===== config.mk =====
export PLATFORM = sky130hd
export DESIGN_NAME = mem_port_arbiter
export DESIGN_NICKNAME = d
export VERILOG_FILES = /design/src/rtl/mem_arb_pkg.sv /design/src/rtl/mem_arb_pick.sv /design/src/rtl/mem_port_arbiter.sv
export SDC_FILE = /design/constraint.sdc
export NUM_CORES = 1
export LEC_CHECK = 0
export ABC_AREA = 1
export ABC_CLOCK_PERIOD_IN_PS = 1300
export BUFFER_PORTS_ARGS = -buffer_cell sky130_fd_sc_hd__buf_2
export CAP_MARGIN = 20
export CORE_MARGIN = 1
export CORE_UTILIZATION = 41
export DETAILED_ROUTE_END_ITERATION = 8
export PLACE_DENSITY = 0.88
export SYNTH_ARGS = -nofsm -noshare
export SYNTH_HDL_FRONTEND = slang
export SYNTH_SLANG_ARGS = --single-unit

===== constraint.sdc =====
create_clock -name clk -period 1.3 [get_ports clk]
set_clock_uncertainty 0.15 [all_clocks]
set_input_delay 0.39 -clock clk [delete_from_list [all_inputs] [get_ports clk]]
set_output_delay 0.39 -clock clk [all_outputs]
set_load 0.05 [all_outputs]

===== src/rtl/mem_arb_pkg.sv =====
// Shared types and constants for the two-port memory arbiter.
package mem_arb_pkg;

    typedef enum logic {
        ST_IDLE   = 1'b0,
        ST_ACCESS = 1'b1
    } arb_state_e;

    localparam logic REQ_FETCH = 1'b0;
    localparam logic REQ_DATA  = 1'b1;

    localparam int CNT_W = 4;

endpackage


===== src/rtl/mem_arb_pick.sv =====
// Grant selection between the fetch and data requesters.
// MEM_ARB_RR_EN selects round-robin tie-breaking; otherwise data has fixed priority.
module mem_arb_pick
    import mem_arb_pkg::*;
(
    input  logic i_idle,
    input  logic i_req_f,
    input  logic i_req_d,
`ifdef MEM_ARB_RR_EN
    input  logic i_last,
`endif
    output logic o_gnt_f,
    output logic o_gnt_d
);

    // Grants only while idle, at most one, only to a requesting port
    always_comb begin
        o_gnt_f = 1'b0;
        o_gnt_d = 1'b0;
        if (i_idle) begin
            if (i_req_f && i_req_d) begin
`ifdef MEM_ARB_RR_EN
                if (i_last == REQ_DATA) begin
                    o_gnt_f = 1'b1;
                end else begin
                    o_gnt_d = 1'b1;
                end
`else
                o_gnt_d = 1'b1;
`endif
            end else begin
                o_gnt_f = i_req_f;
                o_gnt_d = i_req_d;
            end
        end else begin
            o_gnt_f = 1'b0;
            o_gnt_d = 1'b0;
        end
    end

endmodule


===== src/rtl/mem_port_arbiter.sv =====
// Two-requester single-port memory arbiter (fetch read-only, data read/write).
// Optional macro MEM_ARB_RR_EN enables round-robin arbitration on ties.
module mem_port_arbiter #(
    parameter int ADDR_W   = 8,
    parameter int DATA_W   = 16,
    parameter int WAIT_CYC = 1
) (
    input  logic              clk,
    input  logic              rst,
    input  logic              req_f,
    input  logic [ADDR_W-1:0] addr_f,
    output logic              gnt_f,
    output logic              done_f,
    input  logic              req_d,
    input  logic              we_d,
    input  logic [ADDR_W-1:0] addr_d,
    input  logic [DATA_W-1:0] wdata_d,
    output logic              gnt_d,
    output logic              done_d,
    output logic [DATA_W-1:0] rdata,
    output logic              busy,
    output logic              mem_en,
    output logic              mem_we,
    output logic [ADDR_W-1:0] mem_addr,
    output logic [DATA_W-1:0] mem_wdata,
    input  logic [DATA_W-1:0] mem_rdata
);

    import mem_arb_pkg::*;

    localparam logic [CNT_W-1:0] WAIT_LD = CNT_W'(WAIT_CYC);

    arb_state_e          r_state;
    arb_state_e          w_state_nxt;
    logic [CNT_W-1:0]    r_cnt;
    logic                r_owner;
    logic                r_we;
    logic [ADDR_W-1:0]   r_addr;
    logic [DATA_W-1:0]   r_wdata;
    logic [DATA_W-1:0]   r_rdata;
    logic                r_done_f;
    logic                r_done_d;
    logic                w_gnt_f;
    logic                w_gnt_d;
    logic                w_accept;
    logic                w_finish;
    logic                w_idle;
`ifdef MEM_ARB_RR_EN
    logic                r_last;
`endif

    assign w_idle   = (r_state == ST_IDLE);
    assign w_accept = w_gnt_f | w_gnt_d;

    mem_arb_pick u_pick (
        .i_idle  (w_idle),
        .i_req_f (req_f),
        .i_req_d (req_d),
`ifdef MEM_ARB_RR_EN
        .i_last  (r_last),
`endif
        .o_gnt_f (w_gnt_f),
        .o_gnt_d (w_gnt_d)
    );

    // State register
    always_ff @(posedge clk) begin
        if (rst) begin
            r_state <= ST_IDLE;
        end else begin
            r_state <= w_state_nxt;
        end
    end

    // Next state; an access finishes on the edge where the wait counter is already zero
    always_comb begin
        w_state_nxt = r_state;
        w_finish    = 1'b0;
        case (r_state)
            ST_IDLE: begin
                if (w_accept) begin
                    w_state_nxt = ST_ACCESS;
                end else begin
                    w_state_nxt = ST_IDLE;
                end
            end
            ST_ACCESS: begin
                if (r_cnt == {CNT_W{1'b0}}) begin
                    w_state_nxt = ST_IDLE;
                    w_finish    = 1'b1;
                end else begin
                    w_state_nxt = ST_ACCESS;
                end
            end
            default: begin
                w_state_nxt = ST_IDLE;
            end
        endcase
    end

    // Request latches, wait counter, read data capture and done pulses
    always_ff @(posedge clk) begin
        if (rst) begin
            r_cnt    <= {CNT_W{1'b0}};
            r_owner  <= REQ_FETCH;
            r_we     <= 1'b0;
            r_addr   <= {ADDR_W{1'b0}};
            r_wdata  <= {DATA_W{1'b0}};
            r_rdata  <= {DATA_W{1'b0}};
            r_done_f <= 1'b0;
            r_done_d <= 1'b0;
        end else begin
            r_done_f <= 1'b0;
            r_done_d <= 1'b0;
            if (w_accept) begin
                r_owner <= w_gnt_d ? REQ_DATA : REQ_FETCH;
                r_we    <= w_gnt_d & we_d;
                r_addr  <= w_gnt_d ? addr_d : addr_f;
                r_wdata <= w_gnt_d ? wdata_d : {DATA_W{1'b0}};
                r_cnt   <= WAIT_LD;
            end else if (w_finish) begin
                if (!r_we) begin
                    r_rdata <= mem_rdata;
                end
                r_done_f <= (r_owner == REQ_FETCH);
                r_done_d <= (r_owner == REQ_DATA);
            end else if (r_state == ST_ACCESS) begin
                r_cnt <= r_cnt - {{(CNT_W-1){1'b0}}, 1'b1};
            end
        end
    end

`ifdef MEM_ARB_RR_EN
    // Round-robin pointer: remembers which port won the last acceptance
    always_ff @(posedge clk) begin
        if (rst) begin
            r_last <= REQ_DATA;
        end else if (w_accept) begin
            r_last <= w_gnt_d ? REQ_DATA : REQ_FETCH;
        end
    end
`endif

    assign gnt_f     = w_gnt_f;
    assign gnt_d     = w_gnt_d;
    assign done_f    = r_done_f;
    assign done_d    = r_done_d;
    assign rdata     = r_rdata;
    assign busy      = (r_state == ST_ACCESS);
    assign mem_en    = (r_state == ST_ACCESS);
    assign mem_we    = (r_state == ST_ACCESS) & r_we;
    assign mem_addr  = r_addr;
    assign mem_wdata = r_wdata;

endmodule


## Yosys cells after proc, flatten, opt, wreduce, memory -nomap -nowiden

Index checks and enable logic that the tools add are counted.

- Add/subtract/negate cells: 1
- Equal/unequal tests: 1
- Muxes and demuxes: 15
- Bitwise gates (word level): 8
- Reduce and logical (&&, ||, !) cells: 8

Operator list:

| cell | number |
|---|---|
| 2-to-1 mux 16 bit | 1 |
| 2-to-1 mux 1 bit | 12 |
| 2-to-1 mux 8 bit | 1 |
| NOT 1 bit | 5 |
| logical NOT 4 bit | 1 |
| AND reduction 2 bit | 2 |
| subtractor 4 x 1 -> 4 bit (second input constant) | 1 |
| AND reduction 3 bit | 1 |
| OR reduction 3 bit | 1 |
| AND 1 bit | 2 |
| != test 2 bit (second input constant) | 1 |
| case mux 1 bit (2 select lines) | 1 |
| nonzero test 2 bit | 1 |
| OR reduction 2 bit | 1 |
| logical AND 1 bit | 1 |
| bitwise OR 1 bit | 1 |

- Flip-flop bits (word level): 49
- Input bits: 53
- Output and inout port bits: 47
- Word-level logic and storage cells: 43

## Logic depth before layout (Yosys ltp)

- Depth after elaboration: 6
- Mapped depth: 7
- Gate-level depth less buffers: 7

## Cells and area by module

Synthesis repeated with hierarchy kept, for this count alone.

- Cells, all modules: 263
- Area, all modules: 1988.2 um2

By module, submodules not included:

| module | times used | cells an instance | area each (um2) | sequential area each (um2) |
|---|---|---|---|---|
| mem_port_arbiter | 1 | 259 | 1970.6 | 980.9 |
| mem_arb_pick | 1 | 4 | 17.5 | 0.0 |

## Worst setup path before layout

Ideal clock, no wire load.

- Path kind: register to output
- Start point: reg r_state, in the netlist busy
- End point: out gnt_f
- Data arrival time: 1.499 ns
- Required time: 0.760 ns
- Slack: -0.739 ns
- Stages on the path, launching flop included: 5
- Buffers on the path: 1
- Path through: dfxtp_1 buf_6 inv_2 nand2_1 nor2_1

- Word-level cells in the longest chain between the ends: 1

Ends and longest elaborated chain:

| what | RTL line | text |
|---|---|---|
| start, declared | mem_port_arbiter.sv:33 | `arb_state_e r_state;` |
| start signal, assigned | mem_port_arbiter.sv:71 | `r_state <= w_state_nxt;` |
| 2-to-1 mux 1 bit | mem_arb_pick.sv:20 | `if (i_idle) begin` |
| end, declared | mem_port_arbiter.sv:12 | `output logic gnt_f,` |

Every way passes these cells.

## Worst setup path in the final report

- Start point: reg r_state, in the netlist busy
- End point: reg r_cnt[1]

- Word-level cells in the longest chain between the ends: 3
- Elaborated cells on any way between the ends: 7
- Classes of those cells: 3 x mux; 2 x bitwise; 2 x reduce/logical

Ends and longest elaborated chain:

| what | RTL line | text |
|---|---|---|
| 2-to-1 mux 1 bit, on equally long branches | mem_arb_pick.sv:20, mem_port_arbiter.sv:79 |  |
| bitwise OR 1 bit / NOT 1 bit (equally long branches) | -- |  |
| OR reduction 2 bit (no source line) / AND reduction 2 bit (equally long branches) | -- |  |
| end signal, assigned | mem_port_arbiter.sv:104 | `r_cnt <= {CNT_W{1'b0}};` |
| end signal, assigned | mem_port_arbiter.sv:128 | `r_cnt <= r_cnt - {{(CNT_W-1){1'b0}}, 1'b1};` |
| end, declared | mem_port_arbiter.sv:35 | `logic [CNT_W-1:0] r_cnt;` |

Several ways; a longest one is shown, not always the timed one.
A chain may end at the register's enable or synchronous reset.

==> summary.md <==
| Metric | Value |
|---|---|
| Outcome | complete, but fails checks |
| Failing checks | setup timing |
| Number of global-route vias before repair | 2,074 |
| Crit path required time | 1.38 ns |
| HPWL Detailed | 3.71 mm |
| CP Launch Type | register |
| DR WL/cell | 16.0 um |
| Post-route antenna net violation count | 0 |
| Final Slew Violations | 0 |
| First-pass GRT wire length | 9.45 mm |
| Final Setup Violations | 92 |
| Initial antenna violation count | 0 |
| Hold_sp | mem_rdata[8] |
| Register area share after synthesis | 0.489 |
| Placed cells | 438 |
| Seq pwr share | 0.407 |
| Layout cell share with drive strength beyond 1 | 0.587 |
| Post-Syn Instances | 271 |
| Post-synth cell types | 23 |
| Fin crit share | 1.27 |
| # IOs | 100 |
| Mean Syn Cell Area | 7.40 um2 |
| N_diodes | 0 |
| Worst Hold End | rdata[8]$_SDFFE_PP0P_ |
| Fillers | 283 |
| Total net switching power | 1.62 mW |
| Worst EP arrival | 1.73 ns |
| Rows | 25 |
| Die area | 5180 um2 |
| Die height | 71.9 um |
| Largest net degree at the start of global routing | 33 |
| Die X | 71.9 um |
| FMAX | 607 MHz |
| Fin worst setup slack | -0.348 ns |
| YS warnings | 0 |
| Net switching fraction of the power | 0.368 |
| Reg2reg end | r_cnt[1]$_SDFFE_PP0P_ |
| Hold path cells | 3 |
| Internal | 2.79 mW |
| Total clock sinks | 49 |
| CP endpoint kind | register |
| Worst Hold Class | in -> reg |
| Longest Clk Path Bufs | 2 |
| DRT Pass-1 Iters | 5 |
| Clock-pin transition on the worst setup and hold timing paths | 0.09 ns |
| CTS HTree Levels | 2 |
| Leakage power | 1.78 nW |
| Vias per cell | 5.09 |
| Final #Nets | 457 |
| Port bufs | 99 |
| Via count | 2,386 |
| DRC | 0 |
| Iteration-0 DRC count of the detailed router | 209 |
| Max-capacitance violation count | 0 |
| Final min period | 1.65 ns |
| Total CTS buffers | 5 |
| CTS tree | yes |
| Final GP Congestion | 0.869 |
| Pwr Density | 1230 nW/um2 |
| Core Footprint | 4720 um2 |
| Mapped cell area | 2010 um2 |
| Reg2Reg Setup Slack | -0.35 ns |
| Least-Margin Pin Slew | 0.401 ns |
| Final wirelength | 7.53 mm |
| CP max FO | 8 |
| Unrepaired setup endpoints after global routing | yes |
| GRT Overall Usage | 0.237 |
| Non-Filler Instances | 469 |
| Peak supply drop | 807 uV |
| Final Hold Viols | 0 |
| FF-to-FF path depth | 8 |
| Clock Power Share | 0.208 |
| Initial core utilization | 0.425 |
| Yosys reg bits | 49 |
| Synth-to-layout area growth | 79.2% |
| R2R Path Start | busy$_SDFF_PP0_ |
| Max-Slew Margin vs Limit | 0.732 |
| Power share of the combinational group | 0.385 |
| Root Buffer | clkbuf_8 |
| Design Power | 4.41 mW |
| Crit path kind | reg -> reg |
| Worst skew pair latency | 0.30 ns |
| GRT Residual Overflow | 0 |
| Synth Net Count | 326 |
| Hold_ws | 0.154 ns |
Yosys cell counts, drive strengths merged:
cell type | n | area share
dfxtp | 49 | 0.49
a22oi | 16 | 0.060
xor2 | 1 | 0.0044
nand4 | 2 | 0.0094
nand3 | 13 | 0.032
nor2 | 55 | 0.11
nor3 | 1 | 0.0025
ha | 2 | 0.012
inv | 26 | 0.049
a21oi | 5 | 0.012
nor3b | 2 | 0.0075
o21ai | 2 | 0.0069
buf | 9 | 0.034
clkbuf | 4 | 0.0075
nand2 | 84 | 0.16
power by group through the flow:
| stage | sequential, mW | combinational [mW] | clock (mW) |
|---|---|---|---|
| 2_1_floorplan | 2.15 | 0.495 | 0 |
| 3_3_place_gp | 1.74 | 1.18 | 0 |
| 3_5_place_dp | 1.74 | 1.19 | 0 |
| 4_1_cts | 1.77 | 1.44 | 0.921 |
| 5_1_grt | 1.81 | 1.79 | 0.992 |
| 6_report | 1.80 | 1.70 | 0.916 |
how the worst max path moves through the flow:
stage	to	cells past startpoint	startpoint	slack [ns]
5_1_grt	r_cnt[1]$_SDFFE_PP0P_	8	busy$_SDFF_PP0_	-0.42
3_3_place_gp	gnt_d	4	req_d	-0.22
2_1_floorplan	gnt_f	4	busy$_SDFF_PP0_	-0.18
3_5_place_dp	mem_addr[1]$_SDFFE_PP0P_	9	req_d	-0.26
6_report	r_cnt[1]$_SDFFE_PP0P_	8	busy$_SDFF_PP0_	-0.35
4_1_cts	gnt_f	4	busy$_SDFF_PP0_	-0.29
metrics by stage:
stage	cell area (um2)	util	setup TNS [ns]	worst slack [ns]
2_1_floorplan	2070	-	-1.08	-0.182
3_3_place_gp	2650	0.561	-5.33	-0.216
3_5_place_dp	2650	0.561	-6.23	-0.262
4_1_cts	3230	0.684	-8.60	-0.288
5_1_grt	3590	0.761	-14.34	-0.418
6_report	3590	0.761	-10.53	-0.348
per-layer routing:
metal	track usage	vias to the layer above	routed length, um
met4	0.139	0	409
met5	0	-	0
met1	0.268	1125	2810
met3	0.0597	35	461
met2	0.406	121	3850
li1	-	1105	-
cell usage in the layout, fill, tap and decap left out, drive strengths merged, types with 5 or more instances in the layout:
cell,n
a21oi,5
a22oi,16
buf,136
clkbuf,7
dfxtp,49
inv,26
nand2,84
nand3,13
nor2,55
cell type report:
cell class | count | area, um2 | area share
inverter | 26 | 116 | 0.0324
timing repair inverter | 1 | 8.76 | 0.00244
timing repair buffer | 136 | 1230 | 0.343
tap | 67 | 83.8 | 0.0233
multi-input combinational | 183 | 1020 | 0.284
sequential | 49 | 1040 | 0.291
clock buffer | 7 | 86.3 | 0.0240
critical path: stages (launching register included):
cell	delay (ns)
dfxtp_4	0.45
inv_6	0.05
buf_4	0.13
buf_4	0.13
o21ai_4	0.15
nand2_4	0.18
inv_8	0.12
nand2_1	0.07
nor2_1	0.13
logic make-up after synthesis:
| family | Yosys count | share of synthesized area |
|---|---|---|
| AO/OA/AOI/OAI | 23 | 0.0792 |
| XOR/XNOR | 1 | 0.00437 |
| adder cells (fa/ha/maj) | 2 | 0.0125 |
| buffers and inverters | 39 | 0.0898 |
| flip-flops | 49 | 0.489 |
| AND/OR/NAND/NOR | 157 | 0.325 |
timing repair:
item	in CTS	in global routing
gates cloned	1	1
hold buffers	0	0
setup buffers	6	16
endpoints found under the setup margin	89	96
pin swaps	2	21
gates resized for setup	162	64
sequential cells by signal (all words and copies together) (netlist names):
signal	count
mem_addr	8
r_owner	1
done_d	1
mem_wdata	16
r_we	1
busy	1
r_cnt	4
rdata	16
done_f	1
Note: power is estimated with default switching activity, not from simulation.
